### src/rtl/plru_way_select_if.sv
// Request/response bundle between the cache lookup pipeline and the way-select stage.
interface plru_way_select_if #(
    parameter int unsigned SET_BITS = 4
) ();
    logic                req;
    logic [SET_BITS-1:0] set;
    logic                hit;
    logic [2:0]          hit_way;
    logic [7:0]          valid;
    logic                flush;
    logic                busy;
    logic                done;
    logic [2:0]          way;
    logic                victim;

    modport master (
        output req, set, hit, hit_way, valid, flush,
        input  busy, done, way, victim
    );

    modport slave (
        input  req, set, hit, hit_way, valid, flush,
        output busy, done, way, victim
    );
endinterface

### src/rtl/plru_way_select.sv
// Way-select stage for an 8-way cache: picks the hit way, the lowest invalid way,
// or the tree-PLRU victim, and keeps one 7-bit PLRU tree per set.
// Tree bits: b0 root, b1/b2 halves, b3..b6 leaf pairs; each bit points at the
// side to replace next (0 = lower-numbered ways).
module plru_way_select #(
    parameter int unsigned SETS     = 16,
    parameter int unsigned SET_BITS = 4
) (
    input logic               clk,
    input logic               rst,
    plru_way_select_if.slave  bus
);

    typedef enum logic [1:0] {StIdle, StCalc, StWrite, StFlush} state_e;

    state_e              state_q;
    logic [6:0]          plru_q [SETS];
    logic [SET_BITS-1:0] set_q;
    logic [SET_BITS-1:0] flush_cnt_q;
    logic                hit_q;
    logic [2:0]          hit_way_q;
    logic [7:0]          valid_q;
    logic                busy_q;
    logic                done_q;
    logic [2:0]          way_q;
    logic                victim_q;

    logic [6:0] cur_tree;
    logic [6:0] upd_tree;
    logic [2:0] plru_way;
    logic [2:0] free_way;
    logic [2:0] sel_way;

    assign bus.busy   = busy_q;
    assign bus.done   = done_q;
    assign bus.way    = way_q;
    assign bus.victim = victim_q;

    // Way choice for the latched request: hit, then lowest invalid, then PLRU walk.
    always_comb begin
        cur_tree = plru_q[set_q];
        if (!cur_tree[0]) begin
            plru_way = {1'b0, cur_tree[1], (cur_tree[1] ? cur_tree[4] : cur_tree[3])};
        end else begin
            plru_way = {1'b1, cur_tree[2], (cur_tree[2] ? cur_tree[6] : cur_tree[5])};
        end
        free_way = 3'd0;
        for (int i = 7; i >= 0; i--) begin
            if (!valid_q[i]) begin
                free_way = 3'(i);
            end
        end
        if (hit_q) begin
            sel_way = hit_way_q;
        end else if (|(~valid_q)) begin
            sel_way = free_way;
        end else begin
            sel_way = plru_way;
        end
    end

    // Tree after touching way_q: every node on its path points away from it.
    always_comb begin
        upd_tree    = cur_tree;
        upd_tree[0] = ~way_q[2];
        if (way_q[2]) begin
            upd_tree[2] = ~way_q[1];
        end else begin
            upd_tree[1] = ~way_q[1];
        end
        upd_tree[3'd3 + {1'b0, way_q[2:1]}] = ~way_q[0];
    end

    // Control FSM, PLRU array write port and registered outputs.
    always_ff @(posedge clk or posedge rst) begin
        if (rst) begin
            state_q     <= StIdle;
            set_q       <= '0;
            flush_cnt_q <= '0;
            hit_q       <= 1'b0;
            hit_way_q   <= 3'd0;
            valid_q     <= 8'd0;
            busy_q      <= 1'b0;
            done_q      <= 1'b0;
            way_q       <= 3'd0;
            victim_q    <= 1'b0;
            for (int i = 0; i < int'(SETS); i++) begin
                plru_q[i] <= 7'd0;
            end
        end else begin
            unique case (state_q)
                StIdle: begin
                    done_q <= 1'b0;
                    if (bus.flush) begin
                        flush_cnt_q <= '0;
                        busy_q      <= 1'b1;
                        state_q     <= StFlush;
                    end else if (bus.req) begin
                        set_q     <= bus.set;
                        hit_q     <= bus.hit;
                        hit_way_q <= bus.hit_way;
                        valid_q   <= bus.valid;
                        busy_q    <= 1'b1;
                        state_q   <= StCalc;
                    end
                end
                StCalc: begin
                    way_q    <= sel_way;
                    victim_q <= ~hit_q;
                    state_q  <= StWrite;
                end
                StWrite: begin
                    plru_q[set_q] <= upd_tree;
                    done_q        <= 1'b1;
                    busy_q        <= 1'b0;
                    state_q       <= StIdle;
                end
                StFlush: begin
                    plru_q[flush_cnt_q] <= 7'd0;
                    if (flush_cnt_q == SET_BITS'(SETS - 1)) begin
                        flush_cnt_q <= '0;
                        busy_q      <= 1'b0;
                        state_q     <= StIdle;
                    end else begin
                        flush_cnt_q <= flush_cnt_q + 1'b1;
                    end
                end
                default: state_q <= StIdle;
            endcase
        end
    end

endmodule
### src/flat_wrapper.sv
// flat-port wrapper written by rule: the top's interface ports become plain ports
module plru_way_select_flat 
#(
    parameter int unsigned SETS     = 16,
    parameter int unsigned SET_BITS = 4
)
  (clk, rst, bus_req, bus_set, bus_hit, bus_hit_way, bus_valid, bus_flush, bus_busy, bus_done, bus_way, bus_victim);
  plru_way_select_if #(.SET_BITS(SET_BITS)) bus_i ();
  input logic clk;
  input logic rst;
  input wire logic [$bits(bus_i.req)-1:0] bus_req;
  input wire logic [$bits(bus_i.set)-1:0] bus_set;
  input wire logic [$bits(bus_i.hit)-1:0] bus_hit;
  input wire logic [$bits(bus_i.hit_way)-1:0] bus_hit_way;
  input wire logic [$bits(bus_i.valid)-1:0] bus_valid;
  input wire logic [$bits(bus_i.flush)-1:0] bus_flush;
  output wire logic [$bits(bus_i.busy)-1:0] bus_busy;
  output wire logic [$bits(bus_i.done)-1:0] bus_done;
  output wire logic [$bits(bus_i.way)-1:0] bus_way;
  output wire logic [$bits(bus_i.victim)-1:0] bus_victim;
  assign bus_i.req = bus_req;
  assign bus_i.set = bus_set;
  assign bus_i.hit = bus_hit;
  assign bus_i.hit_way = bus_hit_way;
  assign bus_i.valid = bus_valid;
  assign bus_i.flush = bus_flush;
  assign bus_busy = bus_i.busy;
  assign bus_done = bus_i.done;
  assign bus_way = bus_i.way;
  assign bus_victim = bus_i.victim;
  plru_way_select #(.SETS(SETS), .SET_BITS(SET_BITS)) u_core (.clk(clk), .rst(rst), .bus(bus_i));
endmodule
### config.mk
export PLATFORM = sky130hd
export DESIGN_NAME = plru_way_select_flat
export DESIGN_NICKNAME = d
export VERILOG_FILES = /design/src/rtl/plru_way_select_if.sv /design/src/rtl/plru_way_select.sv /design/src/flat_wrapper.sv
export SDC_FILE = /design/constraint.sdc
export NUM_CORES = 1
export LEC_CHECK = 0
export BUFFER_PORTS_ARGS = -buffer_cell sky130_fd_sc_hd__buf_4
export CAP_MARGIN = 10
export CORE_ASPECT_RATIO = 0.75
export CORE_MARGIN = 5
export CORE_UTILIZATION = 45
export DETAILED_ROUTE_END_ITERATION = 10
export PLACE_DENSITY = 0.59
export RECOVER_POWER = 100
export SYNTH_ARGS = -nofsm -noshare
export SYNTH_HDL_FRONTEND = slang
export SYNTH_SLANG_ARGS = --single-unit
### constraint.sdc
create_clock -name clk -period 11.1 [get_ports clk]
set_input_delay 0.555 -clock clk [delete_from_list [all_inputs] [get_ports clk]]
set_output_delay 0.555 -clock clk [all_outputs]
set_load 0.03 [all_outputs]
==> impl_metrics.toml <==
[outcome]
status = "finished, violations left"
violations = "max-capacitance violations, max-slew violations"

[sta]
tightestPinTransition_ps = 2720
rsz0062_at_grt = "no"
report.final.slew_viol_count = 122
finalCritPeriodShare_pct = 41.8
finalSetupTns_ps = 0
postLayoutSetupSlackWorst_ps = 6460
layout_min_cycle_time_ps = 4640
setup_viol = 0
max_freq_mhz = 215
max_slew_margin_pct = -82.6
hold_viol_final = 0
finalClockSkew_ps = 8.52
hold-worst-slack_ps = 336

[worst_setup_path]
worst-path-stages = 7
crit_path_frequent_cell = "nor2_1"
crit_fanout = 27
arrival_ps = 4990
start_kind = "flop"
worstPathRequired_ps = 11450
path_class = "flop to flop"
path_buf_inv = 1
worstPathCellList = "clkbuf_1 -> mux4_1 -> a22o_1 -> nor2_1 -> mux2i_1 -> a21oi_1 -> nor2_1"
slowest_stage = "clkbuf_1"
end_kind = "flop"
r2r_cells = 7
crit_family = "multiplexers"
cpPeakStageDelay_ps = 1490

[yosys]
synth_most_common_cell = "dfrtp_1"
synthArstFlopShare_pct = 100
synth_edf_count = 0
synthDistinctLibCells = 60
synth_largest_area_cell = "dfrtp_1"
netlist_top_cells_area = "dfrtp_1 50%, a22o_1 8.2%, mux4_2 5.1%, nor2_1 4.7%, mux4_1 4.5%"
synthTopCellsByCount = "140 x dfrtp_1, 89 x nor2_1, 66 x a22o_1"
yosys_warnings = 0
synth-seq-cells = 140
seq_area_frac_synth_pct = 49.7
netlist.area_leader.share_pct = 49.7
postSynthCellCount = 641
yosys_most_used_dff = "dfrtp_1"
synth_area_um2 = 7050
avgSynthCellArea_um2 = 11.0
syn-num-nets = 670

[route]
routed_wl_um = 19400
via_per_inst = 6.18
firstDrtPassIters = 5
ant_nets = 0
routedWlPerCell_um = 22.2
route.detailed.drc = 0
vias = 5391
drt-initial-drc-count = 615

[global_routing]
grt_max_degree = 83
gr-usage-all-layers_pct = 22.2
antenna_found_initial = 0
grt_pass1_vias = 5365
overflow = 0
grt_pass1_wl_um = 31400

[placed_design]
gp_congestion = 0.835
place_ws_ps = 8080
port_buffers = 25
dp_hpwl_um = 12700

[clock_network]
cts_buffers = 17
cts.path.max_buffers = 2
cts-resized-gates = 0
h-tree-depth = 4
clkSinkCount = 140
cts_setup_buffers = 0
clock_latency_ps = 430
cts_tree = "yes"
postCtsHoldBufs = 0
clk_pin_slew_ps = 60
clock-root-buffer = "clkbuf_16"

[job]
maxCapViolCount = 5

[layout]
drive_above_1_share_pct = 14.1
nets = 683
antennaDiodeCount = 0
area_growth_pct = 11.6

[power_and_ir_drop]
combPwrFrac_pct = 44.1
clkPwrFrac_pct = 22.4
p_int_uw = 1540
p_sw_share_pct = 42.0
max-vdd-ir-drop_mv = 0.180
p_switching_uw = 1110
powerDensity_nw_per_um2 = 337
p_seq_share_pct = 33.4
power.leakage_uw = 0.00345

[floorplan]
core_area_um2 = 15300
die_area_um2 = 18300
die_x_um = 155
pin_count = 26
die_y_um = 118
initial_core_util_pct = 46.0
row_count = 39

[hold_path]
hold_depth = 3
min_path_type = "input pin to flop"
-- registers in the layout, summed over array words and instances, names as in the netlist --
name	flops
u_core.bus.done	1
u_core.valid_q	8
u_core.flush_cnt_q	4
u_core.bus.victim	1
u_core.set_q	4
u_core.hit_q	1
u_core.bus.way	3
u_core.state_q	2
u_core.bus.busy	1
u_core.plru_q	112
u_core.hit_way_q	3
-- cells by family after synthesis --
group / after synthesis / share of synthesized area [%]
AOI/OAI and AO/OA: 181 / 18.7
adders and majority gates: 9 / 1.60
buffers and inverters: 57 / 4.01
DFF: 140 / 49.7
muxes: 51 / 13.4
and+or+nand+nor: 203 / 12.6
-- cells in the final DEF (no fill, tap or decap), types with 3 or more instances in the layout --
cell and n:
a32o_1 3, a22oi_1 4, buf_4 24, o21ai_0 23
a21oi_1 48, a22o_1 66, mux4_2 16, o41ai_1 3
mux2i_1 6, inv_1 13, nor2b_1 4, ha_1 9
mux2_2 15, mux4_1 12, nor3_1 20, o31ai_1 5
nor2_1 92, nand2b_1 10, and2_0 4, clkbuf_16 17
o32ai_1 6, dfrtp_1 140, clkinv_2 3, bufinv_16 3
a211oi_1 3, clkbuf_1 14, clkbuf_8 3, nand2_1 61
-- worst reg2reg max path, stage by stage, from the launching register on --
cell      delay [ps]
dfrtp_1          490
clkbuf_1        1490
mux4_1           640
a22o_1           180
nor2_1            60
mux2i_1         1370
a21oi_1          150
nor2_1           170
-- per-layer routing --
layer,vias to the layer above,GRT usage (%),routed length (um)
met5,-,0,0
met4,0,5.90,231
met3,24,6.76,1840
met2,267,30.3,8270
met1,2714,34.2,9050
li1,2386,-,-
-- layout make-up --
class                      instances  area [um2]
tap                              205         256
fill                            1371        7450
clock inverter                    10         138
inverter                          14        53.8
clock buffer                      22         474
sequential                       140        3500
multi-input combinational        444        3210
timing repair buffer              37         233
-- power by group through the flow --
stage                     clock (uW)  sequential [uW]  combinational [uW]
final                            595              887                1170
after detailed placement           0              889                1200
after CTS                        603              884                1210
after global routing             627              913                1270
after floorplan                    0              840                 921
after global placement             0              883                1190
-- final timing paths --
check / startpoint / slack, ps / to
min: bus_valid[3] / 340 / u_core.valid_q[3]
max: u_core.set_q[0] / 6460 / u_core.plru_q[102]
min in group asynchronous: rst / 890 / u_core.set_q[1]
min reg2reg: u_core.plru_q[85] / 480 / u_core.plru_q[85]
max in group asynchronous: rst / 8190 / u_core.plru_q[15]
max reg2reg: u_core.set_q[0] / 6460 / u_core.plru_q[102]
-- through the flow --
stage / area [um2] / total power, uW / utilization (%) / cells
2_1_floorplan: 7050 / 1760 / - / 641
3_3_place_gp: 7370 / 2070 / 48.1 / 840
3_5_place_dp: 7370 / 2090 / 48.1 / 840
4_1_cts: 7980 / 2700 / 52.1 / 872
5_1_grt: 7870 / 2810 / 51.4 / 872
6_report: 7870 / 2650 / 51.4 / 872
Power figures use the tool's default switching activity.
